### config.mk
export PLATFORM = sky130hd
export DESIGN_NAME = hyper_nd_trans_splitter
export DESIGN_NICKNAME = d
export VERILOG_FILES = /design/src/rtl/hyper_nd_trans_splitter.sv
export SDC_FILE = /design/constraint.sdc
export NUM_CORES = 1
export LEC_CHECK = 0
export ABC_AREA = 0
export BUFFER_PORTS_ARGS = -buffer_cell sky130_fd_sc_hd__buf_2
export CORE_UTILIZATION = 58
export DETAILED_ROUTE_END_ITERATION = 12
export PLACE_DENSITY_LB_ADDON = 0.15
export SLEW_MARGIN = 5
export SYNTH_ARGS = -nofsm -noshare
export SYNTH_HDL_FRONTEND = slang
export SYNTH_SLANG_ARGS = --single-unit
export TNS_END_PERCENT = 20
### constraint.sdc
create_clock -name clk_i -period 12.71 [get_ports clk_i]
set_clock_uncertainty 0.05 [all_clocks]
set_input_delay 0.6355 -clock clk_i [delete_from_list [all_inputs] [get_ports clk_i]]
set_output_delay 0.6355 -clock clk_i [all_outputs]
set_load 0.01 [all_outputs]
### src/rtl/hyper_nd_trans_splitter.sv
// hyper_nd_trans_splitter: splits one 1D/2D uDMA HyperBus transfer into 1D chunks
// bounded by L2 row ends, external row ends and external burst boundaries. Rev 1.0
`default_nettype none

module hyper_nd_trans_splitter #(
  parameter int L2_AWIDTH_NOAL = 12,
  parameter int TRANS_SIZE     = 16,
  parameter int ID_WIDTH       = 1,
  parameter int CFG_WIDTH      = 80,
  parameter int BURST_BYTES    = 512
) (
  input  logic                      clk_i,
  input  logic                      rst_ni,
  input  logic                      src_valid_i,
  output logic                      src_ready_o,
  input  logic [L2_AWIDTH_NOAL-1:0] src_l2_addr_i,
  input  logic [31:0]               src_ext_addr_i,
  input  logic [TRANS_SIZE-1:0]     src_size_i,
  input  logic                      src_rw_i,
  input  logic [ID_WIDTH-1:0]       src_id_i,
  input  logic                      ext_act_i,
  input  logic [TRANS_SIZE-1:0]     ext_count_i,
  input  logic [TRANS_SIZE-1:0]     ext_stride_i,
  input  logic                      l2_act_i,
  input  logic [TRANS_SIZE-1:0]     l2_count_i,
  input  logic [TRANS_SIZE-1:0]     l2_stride_i,
  input  logic [CFG_WIDTH-1:0]      cfg_i,
  output logic                      dst_valid_o,
  input  logic                      dst_ready_i,
  output logic [L2_AWIDTH_NOAL-1:0] dst_l2_addr_o,
  output logic [31:0]               dst_ext_addr_o,
  output logic [TRANS_SIZE-1:0]     dst_size_o,
  output logic                      dst_rw_o,
  output logic [ID_WIDTH:0]         dst_id_o,
  output logic                      dst_last_o,
  output logic [CFG_WIDTH-1:0]      cfg_o
);

  localparam int LW = TRANS_SIZE + 1;

  localparam logic [1:0] IDLE  = 2'd0;
  localparam logic [1:0] CALC  = 2'd1;
  localparam logic [1:0] ISSUE = 2'd2;

  logic [1:0] state;
  logic [1:0] state_next;

  logic [TRANS_SIZE-1:0]     rem;
  logic [31:0]               ext_addr;
  logic [31:0]               ext_base;
  logic [TRANS_SIZE-1:0]     ext_off;
  logic [TRANS_SIZE-1:0]     ext_count;
  logic [TRANS_SIZE-1:0]     ext_stride;
  logic                      ext_act;
  logic [L2_AWIDTH_NOAL-1:0] l2_addr;
  logic [L2_AWIDTH_NOAL-1:0] l2_base;
  logic [TRANS_SIZE-1:0]     l2_off;
  logic [TRANS_SIZE-1:0]     l2_count;
  logic [TRANS_SIZE-1:0]     l2_stride;
  logic                      l2_act;
  logic                      rw;
  logic [ID_WIDTH-1:0]       id;
  logic [CFG_WIDTH-1:0]      cfg;
  logic [TRANS_SIZE-1:0]     dst_size;
  logic                      dst_last;

  logic          accept;
  logic          handshake;
  logic [LW-1:0] len_rem;
  logic [LW-1:0] len_ext;
  logic [LW-1:0] len_l2;
  logic [LW-1:0] len_burst;
  logic [LW-1:0] len_min;
  logic          ext_row_end;
  logic          l2_row_end;
  logic [31:0]               ext_base_next;
  logic [L2_AWIDTH_NOAL-1:0] l2_base_next;

  assign accept    = (state == IDLE) && src_valid_i;
  assign handshake = (state == ISSUE) && dst_ready_i;

  always_ff @(posedge clk_i or negedge rst_ni) begin
    if (!rst_ni) state <= IDLE;
    else         state <= state_next;
  end

  // A zero-size request is absorbed without leaving IDLE.
  always_comb begin
    state_next = state;
    case (state)
      IDLE:    if (src_valid_i && (src_size_i != '0)) state_next = CALC;
      CALC:    state_next = ISSUE;
      ISSUE:   if (dst_ready_i) state_next = dst_last ? IDLE : CALC;
      default: state_next = IDLE;
    endcase
  end

  always_comb begin
    src_ready_o = (state == IDLE);
    dst_valid_o = (state == ISSUE);
    dst_id_o    = (state == IDLE) ? {1'b1, {ID_WIDTH{1'b0}}} : {1'b0, id};
  end

  generate
    if (BURST_BYTES == 0) begin : g_no_burst
      assign len_burst = '1;
    end else if (BURST_BYTES == 1) begin : g_burst_one
      assign len_burst = LW'(1);
    end else begin : g_burst
      localparam int BW = $clog2(BURST_BYTES);
      logic [BW-1:0] burst_off;
      assign burst_off = ext_addr[BW-1:0];
      assign len_burst = LW'(BURST_BYTES) - LW'(burst_off);
    end
  endgenerate

  // Row offsets stay below the row count, so these differences never go negative.
  assign len_rem = {1'b0, rem};
  assign len_ext = ext_act ? ({1'b0, ext_count} - {1'b0, ext_off}) : '1;
  assign len_l2  = l2_act  ? ({1'b0, l2_count}  - {1'b0, l2_off})  : '1;

  always_comb begin
    len_min = len_rem;
    if (len_ext   < len_min) len_min = len_ext;
    if (len_l2    < len_min) len_min = len_l2;
    if (len_burst < len_min) len_min = len_burst;
  end

  assign ext_row_end   = ext_act && (({1'b0, ext_off} + {1'b0, dst_size}) == {1'b0, ext_count});
  assign l2_row_end    = l2_act  && (({1'b0, l2_off}  + {1'b0, dst_size}) == {1'b0, l2_count});
  assign ext_base_next = ext_base + 32'(ext_stride);
  assign l2_base_next  = l2_base + L2_AWIDTH_NOAL'(l2_stride);

  always_ff @(posedge clk_i or negedge rst_ni) begin
    if (!rst_ni) begin
      rem        <= '0;
      ext_addr   <= '0;
      ext_base   <= '0;
      ext_off    <= '0;
      ext_count  <= '0;
      ext_stride <= '0;
      ext_act    <= 1'b0;
      l2_addr    <= '0;
      l2_base    <= '0;
      l2_off     <= '0;
      l2_count   <= '0;
      l2_stride  <= '0;
      l2_act     <= 1'b0;
      rw         <= 1'b0;
      id         <= '0;
      cfg        <= '0;
      dst_size   <= '0;
      dst_last   <= 1'b0;
    end else if (accept) begin
      rem        <= src_size_i;
      ext_addr   <= src_ext_addr_i;
      ext_base   <= src_ext_addr_i;
      ext_off    <= '0;
      ext_count  <= ext_count_i;
      ext_stride <= ext_stride_i;
      ext_act    <= ext_act_i && (ext_count_i != '0);
      l2_addr    <= src_l2_addr_i;
      l2_base    <= src_l2_addr_i;
      l2_off     <= '0;
      l2_count   <= l2_count_i;
      l2_stride  <= l2_stride_i;
      l2_act     <= l2_act_i && (l2_count_i != '0);
      rw         <= src_rw_i;
      id         <= src_id_i;
      cfg        <= cfg_i;
    end else if (state == CALC) begin
      dst_size <= len_min[TRANS_SIZE-1:0];
      dst_last <= (len_min == len_rem);
    end else if (handshake) begin
      rem <= rem - dst_size;
      if (ext_row_end) begin
        ext_base <= ext_base_next;
        ext_addr <= ext_base_next;
        ext_off  <= '0;
      end else begin
        ext_addr <= ext_addr + 32'(dst_size);
        ext_off  <= ext_off + dst_size;
      end
      if (l2_row_end) begin
        l2_base <= l2_base_next;
        l2_addr <= l2_base_next;
        l2_off  <= '0;
      end else begin
        l2_addr <= l2_addr + L2_AWIDTH_NOAL'(dst_size);
        l2_off  <= l2_off + dst_size;
      end
    end
  end

  assign dst_l2_addr_o  = l2_addr;
  assign dst_ext_addr_o = ext_addr;
  assign dst_size_o     = dst_size;
  assign dst_rw_o       = rw;
  assign dst_last_o     = dst_last;
  assign cfg_o          = cfg;

endmodule

`default_nettype wire

# After elaboration in Yosys (flattened, before gate mapping)
# Index checks and enable logic that the tools add are counted.
# totals
regBits	299
out_inout_bits	146
# classes
n_addsub	12
magnitude_cmp	3
eq_ne	8
n_mux	37
bitwise	1
n_reduce_logical	19
# op_table
op	n
$mux W32	8
$mux W16	11
$mux W12	8
$mux W17	5
$add A32 B16 Y32	2
$eq A17 B16 Y1	3
$reduce_bool A16 Y1	3
$add A16 B16 Y17	2
$lt A17 B17 Y1	2
$sub A16 B16 Y17	2
$add A16 B16 Y16	2
$add A12 B12 Y12	2
$lt A17 B16 Y1	1
$sub A16 B16 Y16	1
$sub A10 B9 Y11 const A	1
$logic_and A1 B1 Y1	7
$mux W2	3
$pmux W2 S3	1
$reduce_and A2 Y1	3
$reduce_and A3 Y1	2
$reduce_bool A2 Y1	3
$ne A2 B1 Y1 const B	2
$eq A2 B1 Y1 const B	1
$eq A2 B2 Y1 const B	1
other kinds (4)	4

# Depth between registers and ports, before layout
# depth
word_depth	9
depth_mapped	50
mapped_depth_nobuf	46

# Worst setup path before layout
# No wires, ideal clock.
# synth_path
kind	reg2reg
start	reg ext_off[0]
end	reg dst_last, in the netlist dst_last_o
setup_time_ps	122
t_arrival_ps	8969
required_time_ps	12538
path_slack_ps	3569
stages_incl_launch_ff	48
period_less_slack_ps	9141
path_cell_list	dfrtp_1 > ha_1 > fa_1 > nand2b_1 > a21oi_1 > o21ai_0 > o31a_1 > a21oi_1 > nor2_1 > xor2_1 > nand2_1 > ha_1 > nand3_1 > a211oi_1 > o211ai_1 > o211ai_1 > a221o_1 > clkbuf_1 > (+12 left out) > buf_2 > clkbuf_1 > nand2_1 > o21ai_0 > ha_1 > nand4_1 > nor3_1 > o21ai_0 > a21oi_1 > o31ai_1 > nor3_1 > nand4_1 > or4b_1 > mux2i_4 > clkbuf_1 > o211ai_1 > and4b_1 > a32o_1
# synth_between
elab_chain_len	9
# synth_lines
element	line_no	text
start: declaration	51	logic [TRANS_SIZE-1:0] ext_off;
start signal: assignment	182	ext_off <= ext_off + dst_size;
$sub A16 B16 Y17 (*)	119	assign len_ext = ext_act ? ({1'b0, ext_count} - {1'b0, ext_off}) : '1;
$mux W17 (*)	119	
$lt A17 B16 Y1	124	if (len_ext < len_min) len_min = len_ext;
$mux W17 (*)	124	
$lt A17 B17 Y1	125	if (len_l2 < len_min) len_min = len_l2;
$mux W17 (*)	125	
$lt A17 B17 Y1	126	if (len_burst < len_min) len_min = len_burst;
$mux W17 (*)	126	
$eq A17 B16 Y1 (*)	173	dst_last <= (len_min == len_rem);
end signal: assignment	173	
end: declaration	65	logic dst_last;
# Mark *: on every way between the ends. The rest lies on a longest branch, timed or not.
# A chain may end at the register's enable or synchronous reset.

# Worst setup path after layout
# Ends and elaborated chain as after synthesis.

==> flow_metrics.env <==
export IMPL_r2r_end="dst_last_o"
export IMPL_grt_overflow=0
export IMPL_cts_buffer_depth=3
export IMPL_drcViolationCount=0
export IMPL_timing_final_crit_share=0.876
export IMPL_initial_core_util=0.593
export IMPL_tightest_slew_ps=1240
export IMPL_cts_sinks=299
export IMPL_port_buffers=353
export IMPL_cts_root_buf="clkbuf_16"
export IMPL_area_delta_synth_final_pct=16.9
export IMPL_gp_congestion=1.01
export IMPL_htreeDepth=2
export IMPL_hp_class="input pin to async pin"
export IMPL_grt_usage=0.356
export IMPL_clockPowerShare=0.151
export IMPL_ys_warn_count=0
export IMPL_layout_drive_gt1_share=0.164
export IMPL_first_pass_iters=5
export IMPL_grt_first_pass_wirelength_um=101000
export IMPL_fin_setup_tns_ps=0
export IMPL_slew_violations=0
export IMPL_grt_pass1_vias=19400
export IMPL_reg2reg_setup_slack_ps=1570
export IMPL_synth_area_top_cells="dfrtp_1, nand2_1, ha_1, xnor2_1, o21ai_0"
export IMPL_rsz0062_at_grt="no"
export IMPL_power_switching_uw=3490
export IMPL_share_comb_of_total_power=0.607
export IMPL_cp_max_fo=31
export IMPL_dpl_instance_area_um2=22800
export IMPL_die_w_um=191
export IMPL_post_route_util=0.693
export IMPL_max_freq_mhz=89.8
export IMPL_start_kind="flip-flop"
export IMPL_critPathCaptureType="flip-flop"
export IMPL_synth_seq_area_share=0.363
export IMPL_p_sw_frac=0.471
export IMPL_critPathMostFrequentCell="o21ai_0"
export IMPL_die_area_um2=36300
export IMPL_first_iter_violations=1497
export IMPL_syn_num_nets=2906
export IMPL_period_needed_ps=11140
export IMPL_die_h_um=191
export IMPL_synthDistinctLibCells=81
export IMPL_antenna_left=0
export IMPL_pwr_share_seq=0.242
export IMPL_io_pin_count=358
export IMPL_hold_viol_final=0
export IMPL_crit_arrival_ps=11590
export IMPL_syn_inst=2512
export IMPL_crit_family="compound AO/OA/AOI/OAI gates"
export IMPL_rows=68
export IMPL_hold_buffers=0
export IMPL_post_cts_setup_buffer_count=0
export IMPL_drv_cap=0
export IMPL_synth_most_common_cell="nand2_1"
export IMPL_async_flop_share=1.00
export IMPL_slowest_stage="a221o_1"
export IMPL_grt_max_degree=108
export IMPL_worstReg2RegStart="ext_off[0]"
export IMPL_routed_wl_um=64100
export IMPL_cts_inserted_buffers=37
export IMPL_core_um2=34800
export IMPL_tritoncts="built"
export IMPL_power_leakage_uw=0.0121
export IMPL_p_int_uw=3930
export IMPL_critical_path_buf_inv_count=1
export IMPL_synth_top_area_share=0.363
export IMPL_cts_resized=0
export IMPL_reg2reg_depth=43
export IMPL_status="finished, final reports clean"
export IMPL_synth_ff_type="dfrtp_1"
export IMPL_vias_per_cell=5.91
export IMPL_cts_clk_slew_worst_paths_ps=60
export IMPL_antenna_found_initial=5
export IMPL_critical_path_class="flip-flop to flip-flop"
export IMPL_setup_violations=0
export IMPL_dp_cells=3252
export IMPL_vias=19600
export IMPL_slew_headroom=0.173
export IMPL_final_nets=3230
export IMPL_fin_cells=3320
export IMPL_synth_seq_cells=299
export IMPL_worst_ep_required_time_ps=13160
export IMPL_synth_largest_area_cell="dfrtp_1"
export IMPL_synthesis_area_um2=20600
export IMPL_dp_final_hpwl_um=47700
export IMPL_final_cell_area_um2=24100
export IMPL_powerDensity_nw_per_um2=308
export IMPL_synth_common_cells="nand2_1, dfrtp_1, ha_1, o21ai_0, nor2_1"
export IMPL_max_stage_delay_ps=760
export IMPL_insertion_delay_ps=560
export IMPL_avgSynthCellArea_um2=8.21
export IMPL_wl_per_cell_um=19.3
export IMPL_peakVddDrop_uv=174
export IMPL_synth_enable_flop_cells=0
-- flip-flops by register name (all words and copies together), names as in the netlist, 2 cells and up --
| signal | cells |
|---|---|
| rem | 16 |
| l2_count | 16 |
| ext_base | 32 |
| dst_l2_addr_o | 12 |
| state | 2 |
| dst_ext_addr_o | 32 |
| dst_size_o | 16 |
| ext_count | 16 |
| ext_off | 16 |
| l2_stride | 12 |
| ext_stride | 16 |
| l2_off | 16 |
| l2_base | 12 |
| cfg_o | 80 |
-- metrics by stage --
step	hold slack [ps]	total power, uW	worst slack (ps)
2_1_floorplan	290	4950	3570
3_3_place_gp	401	6040	1860
3_5_place_dp	406	6200	1800
4_1_cts	112	7370	1760
5_1_grt	150	8030	867
6_report	53.2	7420	1570
-- how the worst max path moves through the flow --
stage	start	end	slack, ps	depth (start not counted)
after floorplan	ext_off[0]	dst_last_o	3570	47
after global placement	ext_off[0]	dst_last_o	1860	43
after detailed placement	ext_off[0]	dst_last_o	1800	43
after CTS	ext_off[0]	dst_last_o	1760	43
after global routing	ext_off[0]	dst_last_o	870	43
final	ext_off[0]	dst_last_o	1570	43
-- power by group through the flow --
| stage | logic (uW) | clock network, uW | registers, uW |
|---|---|---|---|
| finish | 4500 | 1120 | 1800 |
| global route | 5010 | 1170 | 1840 |
| CTS | 4450 | 1130 | 1780 |
| detailed placement | 4410 | 0 | 1790 |
| global placement | 4270 | 0 | 1770 |
| floorplan | 3180 | 0 | 1770 |
-- per-layer routing --
layer / share of wire / GRT usage / vias to the layer above
met5: 0 / 0 / -
met4: 0.055 / 0.199 / 0
met3: 0.073 / 0.0534 / 166
met2: 0.46 / 0.578 / 825
met1: 0.41 / 0.453 / 9336
li1: - / - / 9295
-- cell usage in the layout, fill, tap and decap left out, drive strengths merged, types with 12 or more instances in the layout --
master    n
nand2   597
buf     384
dfrtp   299
o21ai   174
ha      173
nor2    167
inv     146
a21oi   137
xnor2   103
xor2     60
nand3    57
clkbuf   52
nor3     42
o22ai    39
a21o     32
o21a     26
mux2i    26
nand2b   24
and3     24
and2     21
o211ai   20
nor2b    19
nand4    19
nor4     17
a211oi   14
o31ai    14
a31oi    14
o21bai   12
-- logic make-up after synthesis --
family | share of synthesized area
AND/OR/NAND/NOR | 0.213
AO/OA/AOI/OAI | 0.170
flip-flops | 0.363
buffers and inverters | 0.0456
adder cells (fa/ha/maj) | 0.114
XOR/XNOR | 0.0770
multiplexers | 0.0170
other | 0.000182
-- layout make-up --
| type | count | area, um2 |
|---|---|---|
| Multi-Input combinational cell | 1970 | 12200 |
| Antenna cell | 5 | 12.5 |
| Inverter | 144 | 541 |
| Tap cell | 455 | 569 |
| Clock inverter | 11 | 210 |
| Fill cell | 2851 | 10700 |
| Timing Repair Buffer | 384 | 2010 |
| Clock buffer | 52 | 1060 |
| Sequential cell | 299 | 7480 |
(Power assumes the default switching activity.)
